[src/rtl/go_pkg.sv]
// Shared types for the Go board controller and the board renderer.
// Cell encodings, board geometry and the controller state type.
package go_pkg;

    localparam int BOARD_N = 9;
    localparam logic [3:0] CENTER = 4'd4;

    typedef enum logic [1:0] {
        EMPTY  = 2'b00,
        BLACK  = 2'b01,
        WHITE  = 2'b10,
        CURSOR = 2'b11
    } cell_t;

    typedef logic [0:BOARD_N-1][0:BOARD_N-1][1:0] board_t;

    typedef enum logic [1:0] {
        S_IDLE,
        S_CHECK,
        S_WRITE,
        S_CLEAR
    } ctrl_state_t;

    function automatic logic [3:0] wrap_inc(input logic [3:0] v);
        return (v == 4'(BOARD_N - 1)) ? 4'd0 : v + 4'd1;
    endfunction

    function automatic logic [3:0] wrap_dec(input logic [3:0] v);
        return (v == 4'd0) ? 4'(BOARD_N - 1) : v - 4'd1;
    endfunction

endpackage

[src/rtl/go_cursor.sv]
// Cursor position: row/column counters that wrap modulo the board size.
// The caller guarantees at most one move pulse per cycle; home wins over moves.
module go_cursor
    import go_pkg::*;
(
    input  logic       clk,
    input  logic       reset_n,
    input  logic       home,
    input  logic       up,
    input  logic       down,
    input  logic       left,
    input  logic       right,
    output logic [3:0] row,
    output logic [3:0] col
);

    logic [3:0] row_q, row_d;
    logic [3:0] col_q, col_d;

    always_comb begin
        row_d = row_q;
        col_d = col_q;
        if (home) begin
            row_d = CENTER;
            col_d = CENTER;
        end else begin
            if (up)
                row_d = wrap_dec(row_q);
            else if (down)
                row_d = wrap_inc(row_q);
            if (left)
                col_d = wrap_dec(col_q);
            else if (right)
                col_d = wrap_inc(col_q);
        end
    end

    always_ff @(posedge clk or negedge reset_n) begin
        if (!reset_n) begin
            row_q <= CENTER;
            col_q <= CENTER;
        end else begin
            row_q <= row_d;
            col_q <= col_d;
        end
    end

    assign row = row_q;
    assign col = col_q;

endmodule

[src/rtl/go_board_ctrl.sv]
// 9x9 Go game-state controller: stone array, turn, passes and clears, plus a
// once-per-frame board snapshot with a blinking cursor for the renderer.
module go_board_ctrl
    import go_pkg::*;
#(
    parameter int BLINK_FRAMES = 30
) (
    input  logic                    clk,
    input  logic                    reset_n,
    input  logic                    btn_up,
    input  logic                    btn_down,
    input  logic                    btn_left,
    input  logic                    btn_right,
    input  logic                    btn_place,
    input  logic                    btn_pass,
    input  logic                    btn_clear,
    input  logic                    frame_start,
    output logic [0:8][0:8][1:0]    board,
    output logic [3:0]              cursor_row,
    output logic [3:0]              cursor_col,
    output logic                    turn,
    output logic [6:0]              move_count,
    output logic                    game_over,
    output logic                    illegal,
    output logic                    busy
);

    localparam int CNT_W = $clog2(BLINK_FRAMES + 1);

    ctrl_state_t       state_q, state_d;
    board_t            stones_q, stones_d;
    board_t            board_q, board_d;
    logic              turn_q, turn_d;
    logic [6:0]        move_count_q, move_count_d;
    logic [1:0]        pass_streak_q, pass_streak_d;
    logic              game_over_q, game_over_d;
    logic              illegal_q, illegal_d;
    logic [3:0]        clr_row_q, clr_row_d;
    logic [3:0]        clr_col_q, clr_col_d;
    logic [CNT_W-1:0]  blink_cnt_q, blink_cnt_d;
    logic              blink_phase_q, blink_phase_d;

    logic       mv_up, mv_down, mv_left, mv_right, cur_home;
    logic [3:0] cur_row, cur_col;

    go_cursor u_cursor (
        .clk     (clk),
        .reset_n (reset_n),
        .home    (cur_home),
        .up      (mv_up),
        .down    (mv_down),
        .left    (mv_left),
        .right   (mv_right),
        .row     (cur_row),
        .col     (cur_col)
    );

    always_comb begin
        state_d       = state_q;
        stones_d      = stones_q;
        turn_d        = turn_q;
        move_count_d  = move_count_q;
        pass_streak_d = pass_streak_q;
        game_over_d   = game_over_q;
        illegal_d     = 1'b0;
        clr_row_d     = clr_row_q;
        clr_col_d     = clr_col_q;
        mv_up         = 1'b0;
        mv_down       = 1'b0;
        mv_left       = 1'b0;
        mv_right      = 1'b0;
        cur_home      = 1'b0;

        // Clear pre-empts everything, including an in-flight placement.
        if (btn_clear) begin
            state_d   = S_CLEAR;
            clr_row_d = 4'd0;
            clr_col_d = 4'd0;
        end else begin
            case (state_q)
                S_IDLE: begin
                    if (btn_place) begin
                        if (!game_over_q)
                            state_d = S_CHECK;
                    end else if (btn_pass) begin
                        if (!game_over_q) begin
                            turn_d        = ~turn_q;
                            pass_streak_d = (pass_streak_q == 2'd2) ? 2'd2 : pass_streak_q + 2'd1;
                            if (pass_streak_q != 2'd0)
                                game_over_d = 1'b1;
                        end
                    end else begin
                        mv_up    = btn_up;
                        mv_down  = btn_down & ~btn_up;
                        mv_left  = btn_left & ~btn_up & ~btn_down;
                        mv_right = btn_right & ~btn_up & ~btn_down & ~btn_left;
                    end
                end
                // The cell read and the commit/reject decision share one cycle,
                // so the stone lands on the second edge after the place pulse.
                S_CHECK: begin
                    state_d = S_IDLE;
                    if (stones_q[cur_row][cur_col] != EMPTY) begin
                        illegal_d = 1'b1;
                    end else begin
                        stones_d[cur_row][cur_col] = turn_q ? WHITE : BLACK;
                        turn_d        = ~turn_q;
                        move_count_d  = move_count_q + 7'd1;
                        pass_streak_d = 2'd0;
                    end
                end
                S_CLEAR: begin
                    stones_d[clr_row_q][clr_col_q] = EMPTY;
                    if (clr_col_q == 4'(BOARD_N - 1)) begin
                        clr_col_d = 4'd0;
                        clr_row_d = clr_row_q + 4'd1;
                    end else begin
                        clr_col_d = clr_col_q + 4'd1;
                    end
                    if (clr_row_q == 4'(BOARD_N - 1) && clr_col_q == 4'(BOARD_N - 1)) begin
                        state_d       = S_IDLE;
                        cur_home      = 1'b1;
                        turn_d        = 1'b0;
                        move_count_d  = 7'd0;
                        pass_streak_d = 2'd0;
                        game_over_d   = 1'b0;
                    end
                end
                default: state_d = S_IDLE;
            endcase
        end
    end

    // Snapshot path: samples the pre-commit array so a same-edge commit waits a frame.
    always_comb begin
        board_d       = board_q;
        blink_cnt_d   = blink_cnt_q;
        blink_phase_d = blink_phase_q;
        if (frame_start) begin
            board_d = stones_q;
            if (blink_phase_q)
                board_d[cur_row][cur_col] = CURSOR;
            if (blink_cnt_q == CNT_W'(BLINK_FRAMES - 1)) begin
                blink_cnt_d   = '0;
                blink_phase_d = ~blink_phase_q;
            end else begin
                blink_cnt_d = blink_cnt_q + 1'b1;
            end
        end
    end

    always_ff @(posedge clk or negedge reset_n) begin
        if (!reset_n) begin
            state_q       <= S_IDLE;
            stones_q      <= '0;
            board_q       <= '0;
            turn_q        <= 1'b0;
            move_count_q  <= 7'd0;
            pass_streak_q <= 2'd0;
            game_over_q   <= 1'b0;
            illegal_q     <= 1'b0;
            clr_row_q     <= 4'd0;
            clr_col_q     <= 4'd0;
            blink_cnt_q   <= '0;
            blink_phase_q <= 1'b1;
        end else begin
            state_q       <= state_d;
            stones_q      <= stones_d;
            board_q       <= board_d;
            turn_q        <= turn_d;
            move_count_q  <= move_count_d;
            pass_streak_q <= pass_streak_d;
            game_over_q   <= game_over_d;
            illegal_q     <= illegal_d;
            clr_row_q     <= clr_row_d;
            clr_col_q     <= clr_col_d;
            blink_cnt_q   <= blink_cnt_d;
            blink_phase_q <= blink_phase_d;
        end
    end

    assign board      = board_q;
    assign cursor_row = cur_row;
    assign cursor_col = cur_col;
    assign turn       = turn_q;
    assign move_count = move_count_q;
    assign game_over  = game_over_q;
    assign illegal    = illegal_q;
    assign busy       = (state_q != S_IDLE);

endmodule
[config.mk]
export PLATFORM = sky130hd
export DESIGN_NAME = go_board_ctrl
export DESIGN_NICKNAME = d
export VERILOG_FILES = /design/src/rtl/go_pkg.sv /design/src/rtl/go_cursor.sv /design/src/rtl/go_board_ctrl.sv
export SDC_FILE = /design/constraint.sdc
export NUM_CORES = 1
export LEC_CHECK = 0
export ABC_CLOCK_PERIOD_IN_PS = 3000
export BUFFER_PORTS_ARGS = -buffer_cell sky130_fd_sc_hd__buf_2
export CORE_MARGIN = 2
export CORE_UTILIZATION = 55
export CTS_BUF_LIST = sky130_fd_sc_hd__clkbuf_8
export DETAILED_ROUTE_END_ITERATION = 7
export PLACE_DENSITY_LB_ADDON = 0.05
export SYNTH_ARGS = -nofsm -noshare
export SYNTH_HDL_FRONTEND = slang
export SYNTH_SLANG_ARGS = --single-unit
[constraint.sdc]
create_clock -name clk -period 3 [get_ports clk]
set_input_delay 0.6 -clock clk [delete_from_list [all_inputs] [get_ports clk]]
set_output_delay 0.6 -clock clk [all_outputs]
set_load 0.01 [all_outputs]
==> flow_summary_export.csv <==
group,metric,value,unit
status,outcome,"finished, violations left",
status,violations,"negative setup slack",
final_layout,nFillCells,2650,
timing,clock_skew,0.0295,ns
critical_path,regToRegEndpoint,"stones_q[64]",
cts,clk_pin_slew,0.07,ns
critical_path,crit_fanout,15,
critical_path,critical_path_buf_inv_count,3,
routing,via_per_inst,6.16,
critical_path,crit_family,"compound AO/OA/AOI/OAI gates",
logic_synthesis,synthMostInstantiatedCell,"nor2_1",
final_layout,n_antenna_cell,0,
cts,cts_tree,"yes",
timing,hold_viol,0,
routing,wirelength,61.2,mm
cts,cts_buffers,60,
critical_path,cp.depth,11,
pwr,power_leakage,0.00940,uW
timing,rsz0062_at_grt,"true",
global_routing,grt_max_degree,97,
final_layout,drive_above_1_share,23.1,%
routing,drc,0,
timing,tightest_slew,1.01,ns
logic_synthesis,yosysWarnings,0,
critical_path,crit_path_start,"u_cursor.row[1]",
cts,hold_buffers,0,
timing,worst_slew_margin_rel,32.4,%
routing,drtIter0Drc,2052,
timing,setup_viol,157,
final_layout,area_growth,23.7,%
floorplan,io_pins,191,
placed_design,dp_slack,-0.400,ns
timing,fmax,0.315,GHz
logic_synthesis,syn-instance-count,2066,
logic_synthesis,synth_top_area_share,51.3,%
critical_path,r2r_start,"u_cursor.row[1]",
floorplan,start_util,55.5,%
placed_design,io_buffers,190,
cts,root_buffer,"clkbuf_8",
job,max_cap_violations,0,
routing,antenna_left,0,
critical_path,critPathKind,"register to register",
critical_path,cp_cell_sequence,"buf_12, nor3_1, o21ai_0, a222oi_1, o2111a_1, a2111o_1, o211ai_4, or3_4, buf_6, clkbuf_16, o21ai_2",
logic_synthesis,synth_edf_count,0,
global_routing,grt.total_usage,36.9,%
timing,finalSetupTns,-16.18,ns
cts,cts_htree_levels,2,
timing,worst_slack,-0.171,ns
floorplan,rows,65,
timing,period_share,106,%
critical_path,reg2regPathDepth,11,
routing,num_vias,17098,
floorplan,core,31400,um^2
routing,avgRoutedWirePerCell,22.0,um
timing,period_minus_slack,3.17,ns
critical_path,worst-endpoint-required,3.52,ns
critical_path,worstPathArrival,3.70,ns
critical_path,rrSetupSlack,-0.17,ns
floorplan,die_area,33100,um^2
hold_path,hold_class,"primary input to asynchronous set/reset pin",
placed_design,gp_congestion,0.939,
pwr,irDropWorstVdd,359,uV
pwr,p_per_area,607,nW/um^2
logic_synthesis,ys.flop_type,"dfrtp_1",
cts,clockBufferDepth,3,
placed_design,hpwl,41.5,mm
logic_synthesis,yosys-top-cells-area,"dfrtp_1 51%, nor2_1 12%, a21oi_1 5.5%",
floorplan,die_height,182,um
global_routing,grt_antenna_before_repair,0,
routing,drt_pre_antenna_iters,8,
logic_synthesis,syn_avg_cell_area,8.43,um^2
logic_synthesis,ys_top_cells_by_count,"534 x nor2_1, 357 x dfrtp_1, 193 x a21oi_1",
critical_path,setup.worst_path.end,"stones_q[64]",
cts,clock_sinks,360,
critical_path,worstSetupEndpointType,"register",
global_routing,grt_pass1_wl,93.8,mm
cts,clk_latency,0.61,ns
logic_synthesis,async_flop_share,100,%
global_routing,grt.overflow.total,0,
final_layout,nNetsFinal,2357,
critical_path,cp-start-kind,"register",
logic_synthesis,synth_area,17400,um^2
logic_synthesis,ys_types,67,
critical_path,cp_slowest_cell,"dfrtp_2",
logic_synthesis,ys_ff_latch,360,
logic_synthesis,synth_area_leader_cell,"dfrtp_1",
timing,finalMaxSlewViolations,0,
global_routing,grt_pass1_vias,16624,
floorplan,die_x,182,um
logic_synthesis,syn_nets,2097,
logic_synthesis,yosysSeqAreaShare,51.7,%
critical_path,crit_path_max_incr_delay,0.45,ns
==> state kept, by name, summed over array words and instances (netlist names), 2 cells and up <==
signal / flops
state_q: 2
u_cursor.row: 4
clr_row_q: 4
board: 162
clr_col_q: 4
u_cursor.col: 4
pass_streak_q: 2
blink_cnt_q: 5
stones_q: 162
move_count: 7
==> cells in the final DEF, fill, tap and decap left out, drive strengths merged, types with 3 or more instances in the layout <==
cell / n
clkinv: 9
nor3: 35
nand3: 11
o2bb2ai: 11
dfstp: 3
nor2: 534
o22ai: 5
o311ai: 6
or3: 15
nor3b: 10
a31oi: 76
o21ai: 333
ha: 21
or4: 7
inv: 35
nor2b: 5
a21oi: 193
or4b: 3
or2: 5
xnor2: 3
nand2b: 9
nor4: 7
dfrtp: 357
o311a: 3
and2: 33
nand4: 5
a211oi: 9
buf: 348
mux2i: 5
o2111ai: 4
nand2: 141
o31ai: 4
a2111oi: 3
o211ai: 7
clkbuf: 82
==> layout make-up <==
type                       instances  area [um^2]  share of cell area [%]
clock buffer                      81         1110                    5.17
clock inverter                    29          181                   0.842
inverter                          18         67.6                   0.313
multi-input combinational       1537         8070                    37.5
sequential                       360         9010                    41.8
tap                              402          503                    2.33
timing repair buffer             349         2600                    12.1
==> cell families (layout without fill, tap and decap cells) <==
group | after synthesis | after routing | share of synthesized area [%]
AO/OA/AOI/OAI | 676 | 676 | 21.4
XOR/XNOR | 5 | 5 | 0.251
adder cells (fa/ha/maj) | 21 | 21 | 1.51
buffers and inverters | 169 | 477 | 4.56
flip-flops | 360 | 360 | 51.7
multiplexers | 6 | 6 | 0.416
AND/OR/NAND/NOR | 829 | 829 | 20.1
==> stage by stage <==
| step | total power (uW) | utilization [%] | cells | area (um^2) | hold WS (ns) |
|---|---|---|---|---|---|
| 2_1_floorplan | 7070 | - | 2066 | 17400 | 0.304 |
| 3_3_place_gp | 8250 | 62.3 | 2654 | 19600 | 0.484 |
| 3_5_place_dp | 8310 | 62.3 | 2654 | 19600 | 0.486 |
| 4_1_cts | 13000 | 67.7 | 2772 | 21300 | 0.0169 |
| 5_1_grt | 13600 | 68.7 | 2776 | 21600 | 0.0528 |
| 6_report | 13100 | 68.7 | 2776 | 21600 | 0.0243 |
==> worst min path at each step <==
stage                             to  slack, ns        startpoint  cells past startpoint
floorplan             blink_cnt_q[0]       0.30           reset_n                      0
global placement    pass_streak_q[0]       0.48  pass_streak_q[0]                      1
detailed placement  pass_streak_q[1]       0.49  pass_streak_q[1]                      1
CTS                       board[142]       0.02           reset_n                      1
global route              board[142]       0.05           reset_n                      1
finish                    board[141]       0.02           reset_n                      1
==> what timing repair did <==
action                     4_1_cts  5_1_grt
setup endpoints to repair      172      168
pin swaps                       17        7
setup buffers                    7        3
gates cloned                     2        1
resized for setup               79       81
==> power breakdown <==
group | total [uW] | internal [uW] | switching (uW) | leakage [uW]
combinational | 2780 | 1040 | 1740 | 0.00395
clock | 4570 | 2570 | 2000 | 0.000736
sequential | 5730 | 5320 | 410 | 0.00471
==> per-layer routing <==
layer / vias up / global-route usage (%) / routed length [um]
li1: 7706 / - / -
met1: 8185 / 50.6 / 24800
met2: 996 / 56.2 / 27100
met3: 211 / 8.68 / 6260
met4: 0 / 16.4 / 3020
met5: - / 0 / 0
Power figures use the tool's default switching activity.
